`src/rtl/lru_list_arb_if.sv`:
```
// Requester-side bundle for lru_list_arb: per-port request/command/tag in,
// grant and registered response out, plus list occupancy counts.
interface lru_list_arb_if #(
  parameter int DEPTH     = 8,
  parameter int NUM_PORTS = 2
);
  localparam int TW = $clog2(DEPTH);

  logic [NUM_PORTS-1:0]    req;
  logic [2*NUM_PORTS-1:0]  cmd;
  logic [TW*NUM_PORTS-1:0] tag_in;
  logic [NUM_PORTS-1:0]    gnt;
  logic [NUM_PORTS-1:0]    rsp_valid;
  logic [2*NUM_PORTS-1:0]  rsp_status;
  logic [TW*NUM_PORTS-1:0] rsp_tag;
  logic [TW:0]             free_cnt;
  logic [TW:0]             lru_cnt;

  modport master (
    output req, cmd, tag_in,
    input  gnt, rsp_valid, rsp_status, rsp_tag, free_cnt, lru_cnt
  );

  modport slave (
    input  req, cmd, tag_in,
    output gnt, rsp_valid, rsp_status, rsp_tag, free_cnt, lru_cnt
  );
endinterface

```
`src/rtl/lru_list_arb.sv`:
```
// Round-robin arbitrated free/LRU doubly-linked tag lists sharing one pointer table.
// Latency: grant is combinational, list update at the grant-cycle edge, response one cycle later.
// Backpressure: requesters hold req until gnt; ungranted ports simply wait.
module lru_list_arb #(
  parameter int DEPTH     = 8,
  parameter int NUM_PORTS = 2
) (
  input logic           clk,
  input logic           rst_n,
  lru_list_arb_if.slave bus
);
  localparam int TW = $clog2(DEPTH);
  localparam int PW = (NUM_PORTS > 1) ? $clog2(NUM_PORTS) : 1;

  localparam logic [1:0] CMD_ALLOC       = 2'b00;
  localparam logic [1:0] CMD_TOUCH       = 2'b01;
  localparam logic [1:0] CMD_ALLOC_EVICT = 2'b11;
  localparam logic [1:0] ST_OK           = 2'b00;
  localparam logic [1:0] ST_EVICTED      = 2'b01;
  localparam logic [1:0] ST_EMPTY        = 2'b10;
  localparam logic [1:0] ST_BADTAG       = 2'b11;
  localparam logic [TW:0] CNT_ONE        = 1;

  logic [TW-1:0]           r_prev [DEPTH];
  logic [TW-1:0]           r_next [DEPTH];
  logic [DEPTH-1:0]        r_in_lru;
  logic [TW-1:0]           r_fh, r_ft, r_lh, r_lt;
  logic [TW:0]             r_fc, r_lc;
  logic [PW-1:0]           r_rr_ptr;
  logic [NUM_PORTS-1:0]    r_rsp_valid;
  logic [2*NUM_PORTS-1:0]  r_rsp_status;
  logic [TW*NUM_PORTS-1:0] r_rsp_tag;

  logic [TW-1:0]           w_prev [DEPTH];
  logic [TW-1:0]           w_next [DEPTH];
  logic [DEPTH-1:0]        w_in_lru;
  logic [TW-1:0]           w_fh, w_ft, w_lh, w_lt;
  logic [TW:0]             w_fc, w_lc;
  logic [NUM_PORTS-1:0]    w_gnt;
  logic [PW-1:0]           w_gnt_idx;
  logic                    w_any;
  logic [1:0]              w_cmd, w_status;
  logic [TW-1:0]           w_tag, w_rtag, w_op_tag, w_p, w_n;
  logic                    w_move;

  // First requester at or after the pointer wins; pointer holds the port after the last grant.
  always_comb begin
    w_gnt     = '0;
    w_gnt_idx = '0;
    w_any     = 1'b0;
    for (int k = 0; k < NUM_PORTS; k++) begin
      if (!w_any && bus.req[(int'(r_rr_ptr) + k) % NUM_PORTS]) begin
        w_any     = 1'b1;
        w_gnt_idx = PW'((int'(r_rr_ptr) + k) % NUM_PORTS);
      end
    end
    if (w_any) w_gnt[w_gnt_idx] = 1'b1;
  end

  assign w_cmd    = bus.cmd[2*int'(w_gnt_idx) +: 2];
  assign w_tag    = bus.tag_in[TW*int'(w_gnt_idx) +: TW];
  assign w_op_tag = (w_cmd == CMD_ALLOC_EVICT) ? r_lt : w_tag;
  assign w_p      = r_prev[w_op_tag];
  assign w_n      = r_next[w_op_tag];

  always_comb begin
    w_prev   = r_prev;
    w_next   = r_next;
    w_in_lru = r_in_lru;
    w_fh = r_fh;  w_ft = r_ft;  w_fc = r_fc;
    w_lh = r_lh;  w_lt = r_lt;  w_lc = r_lc;
    w_status = ST_OK;
    w_rtag   = w_tag;
    w_move   = 1'b0;
    if (w_any) begin
      case (w_cmd)
        CMD_ALLOC, CMD_ALLOC_EVICT: begin
          if (r_fc != '0) begin
            w_rtag           = r_fh;
            w_fh             = r_next[r_fh];
            w_fc             = r_fc - CNT_ONE;
            w_in_lru[r_fh]   = 1'b1;
            w_next[r_fh]     = r_lh;
            if (r_lc == '0) w_lt = r_fh;
            else            w_prev[r_lh] = r_fh;
            w_lh             = r_fh;
            w_lc             = r_lc + CNT_ONE;
          end else if (w_cmd == CMD_ALLOC) begin
            w_status = ST_EMPTY;
            w_rtag   = '0;
          end else begin
            w_status = ST_EVICTED;
            w_rtag   = r_lt;
            w_move   = (r_lt != r_lh);
          end
        end
        CMD_TOUCH: begin
          if (!r_in_lru[w_tag]) w_status = ST_BADTAG;
          else                  w_move   = (w_tag != r_lh);
        end
        default: begin
          // FREE: unlink from LRU, append at free tail; rejected if already free.
          if (!r_in_lru[w_tag]) begin
            w_status = ST_BADTAG;
          end else begin
            if (w_tag == r_lh) w_lh = w_n;
            else               w_next[w_p] = w_n;
            if (w_tag == r_lt) w_lt = w_p;
            else               w_prev[w_n] = w_p;
            w_lc            = r_lc - CNT_ONE;
            w_in_lru[w_tag] = 1'b0;
            if (r_fc == '0) w_fh = w_tag;
            else            w_next[r_ft] = w_tag;
            w_prev[w_tag]   = r_ft;
            w_ft            = w_tag;
            w_fc            = r_fc + CNT_ONE;
          end
        end
      endcase
    end
    // Move-to-MRU of a non-head LRU member (list holds at least two tags here).
    if (w_move) begin
      w_next[w_p] = w_n;
      if (w_op_tag == r_lt) w_lt = w_p;
      else                  w_prev[w_n] = w_p;
      w_next[w_op_tag] = r_lh;
      w_prev[r_lh]     = w_op_tag;
      w_lh             = w_op_tag;
    end
  end

  always_ff @(posedge clk or negedge rst_n) begin
    if (!rst_n) begin
      for (int i = 0; i < DEPTH; i++) begin
        r_next[i] <= TW'(i + 1);
        r_prev[i] <= TW'(i - 1);
      end
      r_in_lru     <= '0;
      r_fh         <= '0;
      r_ft         <= TW'(DEPTH - 1);
      r_fc         <= (TW+1)'(DEPTH);
      r_lh         <= '0;
      r_lt         <= '0;
      r_lc         <= '0;
      r_rr_ptr     <= '0;
      r_rsp_valid  <= '0;
      r_rsp_status <= '0;
      r_rsp_tag    <= '0;
    end else begin
      r_prev      <= w_prev;
      r_next      <= w_next;
      r_in_lru    <= w_in_lru;
      r_fh        <= w_fh;
      r_ft        <= w_ft;
      r_fc        <= w_fc;
      r_lh        <= w_lh;
      r_lt        <= w_lt;
      r_lc        <= w_lc;
      r_rsp_valid <= w_gnt;
      if (w_any) begin
        r_rr_ptr                                <= PW'((int'(w_gnt_idx) + 1) % NUM_PORTS);
        r_rsp_status[2*int'(w_gnt_idx) +: 2]    <= w_status;
        r_rsp_tag[TW*int'(w_gnt_idx) +: TW]     <= w_rtag;
      end
    end
  end

  assign bus.gnt        = w_gnt;
  assign bus.rsp_valid  = r_rsp_valid;
  assign bus.rsp_status = r_rsp_status;
  assign bus.rsp_tag    = r_rsp_tag;
  assign bus.free_cnt   = r_fc;
  assign bus.lru_cnt    = r_lc;
endmodule
```
`src/flat_wrapper.sv`:
```
// flat-port wrapper written by rule: the top's interface ports become plain ports
module lru_list_arb_flat 
#(
  parameter int DEPTH     = 8,
  parameter int NUM_PORTS = 2
)
  (clk, rst_n, bus_req, bus_cmd, bus_tag_in, bus_gnt, bus_rsp_valid, bus_rsp_status, bus_rsp_tag, bus_free_cnt, bus_lru_cnt);
  lru_list_arb_if #(.DEPTH(DEPTH), .NUM_PORTS(NUM_PORTS)) bus_i ();
  input logic clk;
  input logic rst_n;
  input wire logic [$bits(bus_i.req)-1:0] bus_req;
  input wire logic [$bits(bus_i.cmd)-1:0] bus_cmd;
  input wire logic [$bits(bus_i.tag_in)-1:0] bus_tag_in;
  output wire logic [$bits(bus_i.gnt)-1:0] bus_gnt;
  output wire logic [$bits(bus_i.rsp_valid)-1:0] bus_rsp_valid;
  output wire logic [$bits(bus_i.rsp_status)-1:0] bus_rsp_status;
  output wire logic [$bits(bus_i.rsp_tag)-1:0] bus_rsp_tag;
  output wire logic [$bits(bus_i.free_cnt)-1:0] bus_free_cnt;
  output wire logic [$bits(bus_i.lru_cnt)-1:0] bus_lru_cnt;
  assign bus_i.req = bus_req;
  assign bus_i.cmd = bus_cmd;
  assign bus_i.tag_in = bus_tag_in;
  assign bus_gnt = bus_i.gnt;
  assign bus_rsp_valid = bus_i.rsp_valid;
  assign bus_rsp_status = bus_i.rsp_status;
  assign bus_rsp_tag = bus_i.rsp_tag;
  assign bus_free_cnt = bus_i.free_cnt;
  assign bus_lru_cnt = bus_i.lru_cnt;
  lru_list_arb #(.DEPTH(DEPTH), .NUM_PORTS(NUM_PORTS)) u_core (.clk(clk), .rst_n(rst_n), .bus(bus_i));
endmodule
```
`config.mk`:
```
export PLATFORM = sky130hd
export DESIGN_NAME = lru_list_arb_flat
export DESIGN_NICKNAME = d
export VERILOG_FILES = /design/src/rtl/lru_list_arb_if.sv /design/src/rtl/lru_list_arb.sv /design/src/flat_wrapper.sv
export SDC_FILE = /design/constraint.sdc
export NUM_CORES = 1
export LEC_CHECK = 0
export BUFFER_PORTS_ARGS = -buffer_cell sky130_fd_sc_hd__buf_2
export CAP_MARGIN = 20
export CORE_ASPECT_RATIO = 0.8
export CORE_UTILIZATION = 40
export CTS_BUF_LIST = sky130_fd_sc_hd__clkbuf_4 sky130_fd_sc_hd__clkbuf_8 sky130_fd_sc_hd__clkbuf_16
export DETAILED_ROUTE_END_ITERATION = 16
export SKIP_CTS_REPAIR_TIMING = 1
export SLEW_MARGIN = 15
export SYNTH_ARGS = -nofsm -noshare
export SYNTH_HDL_FRONTEND = slang
export SYNTH_SLANG_ARGS = --single-unit
```
`constraint.sdc`:
```
create_clock -name clk -period 4.6 [get_ports clk]
set_clock_uncertainty 0.1 [all_clocks]
set_input_delay 0.46 -clock clk [delete_from_list [all_inputs] [get_ports clk]]
set_output_delay 0.46 -clock clk [all_outputs]
set_load 0.02 [all_outputs]
```
==> metrics.md <==
| Metric | Value |
|---|---|
| Status | finished clean |
| Row count | 50 |
| Synthesized area | 9530 um^2 |
| Top cells by area in the synthesized netlist | dfrtp_1, dfstp_2, mux2i_1, o21ai_0, nand2_1 |
| Gr usage total | 0.380 |
| Slew @ Worst Pin | 1060 ps |
| Max-cap violations | 0 |
| Worst hold margin | 84.7 ps |
| First-pass GRT wire length | 69400 um |
| Initial Util | 0.407 |
| Final setup margin | 147 ps |
| Yosys cell types | 88 |
| DR WL/cell | 28.4 um |
| Crit path arrival time | 4600 ps |
| Vias | 11800 |
| Post-route cell area | 10900 um^2 |
| PortBufs | 35 |
| Leakage | 0.00423 uW |
| CTS max path bufs | 2 |
| Clock latency on the worst-skew pair | 380 ps |
| Core ar. | 23400 um^2 |
| Worst Path Max Fanout | 24 |
| Nets@finish | 1359 |
| Setup WS pre-CTS | 28.0 ps |
| CP startpoint kind | register |
| Die span in y | 140 um |
| Critical Setup Path Class | reg -> reg |
| Commonest cells post-synth | nand2_1, nor2_1, o21ai_0 |
| H-tree lvl count | 3 |
| Final setup fails | 0 |
| Syn_nets | 1335 |
| Reg2reg end | u_core.r_next[18] |
| Async set-reset flop share out of synthesis | 1.00 |
| RePlAce Congestion | 1.06 |
| Worst-path clk slew | 80 ps |
| Fin Setup TNS | 0 ps |
| Initial antenna violation count | 1 |
| Post-synth top area share | 0.160 |
| Clock Sinks | 89 |
| Gr ovfl total | 0 |
| Max-slew violations | 0 |
| Hpwl dp | 32200 um |
| Average cell area after synthesis | 7.27 um^2 |
| Syn-to-layout area delta | 14.0% |
| VDD IR-drop max | 0.285 mV |
| Seq/Total Area, Yosys | 0.237 |
| Share of layout cells above drive strength 1 | 0.182 |
| Drt drc | 0 |
| Die width | 175 um |
| Number of global-route vias before repair | 10722 |
| CTS tree | done |
| Launching point of the worst reg2reg path | u_core.r_rr_ptr |
| Type of the worst min-delay path | in -> async |
| CP required | 4750 ps |
| Largest net degree at the start of global routing | 55 |
| Reg2Reg Setup Slack | 150 ps |
| Slew HR | 0.287 |
| #FFs+latches synth | 89 |
| Endpoint class of the critical path | register |
| Root buf cell | clkbuf_16 |
| TritonRoute pass-1 iters | 10 |
| R2R depth | 15 |
| Area after DPL | 10500 um^2 |
| Pwr Density | 709 nW/um^2 |
| Post-synth EDFFs | 0 |
| Max Fclk | 0.225 GHz |
| # IOs | 36 |
| RSZ-0062 raised after global routing | no |
| CTS buffer count | 9 |
| WL final | 47000 um |
| Top FF cell, synth | dfrtp_1 |
| Ys Warns | 0 |
| Tcrit/Tclk final | 0.968 |
| Vias/cell | 7.14 |
| Min Clock Period, post-route | 4450 ps |
| Antenna-violating nets left | 0 |
| Final hold viol count | 0 |
| Die area | 24500 um^2 |
| 1st-iter DRT viols | 1932 |
| Post-Synthesis Cells | 1311 |
| Most frequent cell after synthesis | nand2_1 |
| Largest area contributor in the synthesized netlist | dfrtp_1 |
-- flip-flops by register name, summed over array words and instances, names as in the netlist, 4 cells and up --
register and cells:
u_core.bus.free_cnt 4, u_core.bus.lru_cnt 4, u_core.bus.rsp_status 4, u_core.bus.rsp_tag 6
u_core.r_in_lru 8, u_core.r_next 24, u_core.r_prev 24
-- power by group --
part | switching [uW] | internal (uW) | leakage (uW)
clock network | 379 | 486 | 0.000156
logic | 3110 | 1780 | 0.00301
registers | 741 | 1200 | 0.00106
total | 4230 | 3470 | 0.00423
-- per-layer routing --
metal,vias to the layer above,global-route usage,part of all wire
li1,5051,-,-
met1,5562,0.525,0.40
met2,1012,0.505,0.38
met3,173,0.148,0.16
met4,2,0.195,0.052
met5,-,0,0.00028
-- how the worst max path moves through the flow --
stage	from	endpoint
after floorplan	bus_req[1]	u_core.r_prev[2]
after global placement	bus_req[0]	u_core.r_prev[8]
after detailed placement	bus_req[0]	u_core.r_prev[18]
after CTS	u_core.r_rr_ptr	u_core.r_prev[18]
after global routing	u_core.r_rr_ptr	u_core.r_next[17]
final	u_core.r_rr_ptr	u_core.r_next[18]
-- cell families (layout without fill, tap and decap cells) --
logic type,count (synthesis),count (layout),synth area share
compound gates,504,504,0.353
xor+xnor,17,17,0.0156
mux,83,83,0.0903
flops,89,89,0.237
fa+ha+maj,10,10,0.0147
buf+inv,153,182,0.0652
other cells,0,1,0
simple gates,455,455,0.223
-- placed cells by master (no fill, tap or decap), types with 12 or more instances in the layout --
master and instances:
or4_1 12, o211ai_1 19, o31ai_1 12, dfstp_2 28
buf_2 34, buf_4 99, o22ai_1 31, nand2b_1 14
nand3_1 44, o21ai_0 112, nand2_1 141, a31oi_1 38
nor2_1 118, nor3_1 41, mux2_2 24, nand4_1 15
a22oi_1 20, nor4_1 18, a21oi_1 101, inv_1 23
a21o_1 12, a221oi_1 26, dfrtp_1 61, mux2i_1 59
a211oi_1 18
-- layout make-up --
| class | instances | area [um^2] |
|---|---|---|
| Multi-Input combinational cell | 1069 | 6730 |
| Tap cell | 312 | 390 |
| Sequential cell | 89 | 2260 |
| Inverter | 26 | 97.6 |
| Fill cell | 2341 | 12500 |
| Clock inverter | 6 | 93.8 |
| Clock buffer | 10 | 233 |
| Antenna cell | 1 | 2.50 |
| Timing Repair Buffer | 140 | 1050 |
-- critical path, cell delays in order, from the launching register on --
cell and delay [ps]:
dfrtp_1 390, nand2b_1 160, nand2_1 150, mux2i_1 240, inv_1 90, ha_2 260
buf_12 170, o31ai_4 270, buf_12 230, mux2i_1 290, o22ai_1 210, or2_0 380
or4_1 650, mux2_2 310, a211oi_1 280, o22ai_1 130
-- metrics by stage --
| step | power (uW) | instances | utilization |
|---|---|---|---|
| 2_1_floorplan | 4620 | 1311 | - |
| 3_3_place_gp | 6520 | 1636 | 0.450 |
| 3_5_place_dp | 6540 | 1636 | 0.450 |
| 4_1_cts | 7420 | 1652 | 0.464 |
| 5_1_grt | 8000 | 1652 | 0.464 |
| 6_report | 7710 | 1653 | 0.464 |
Note: power is estimated with default switching activity, not from simulation.
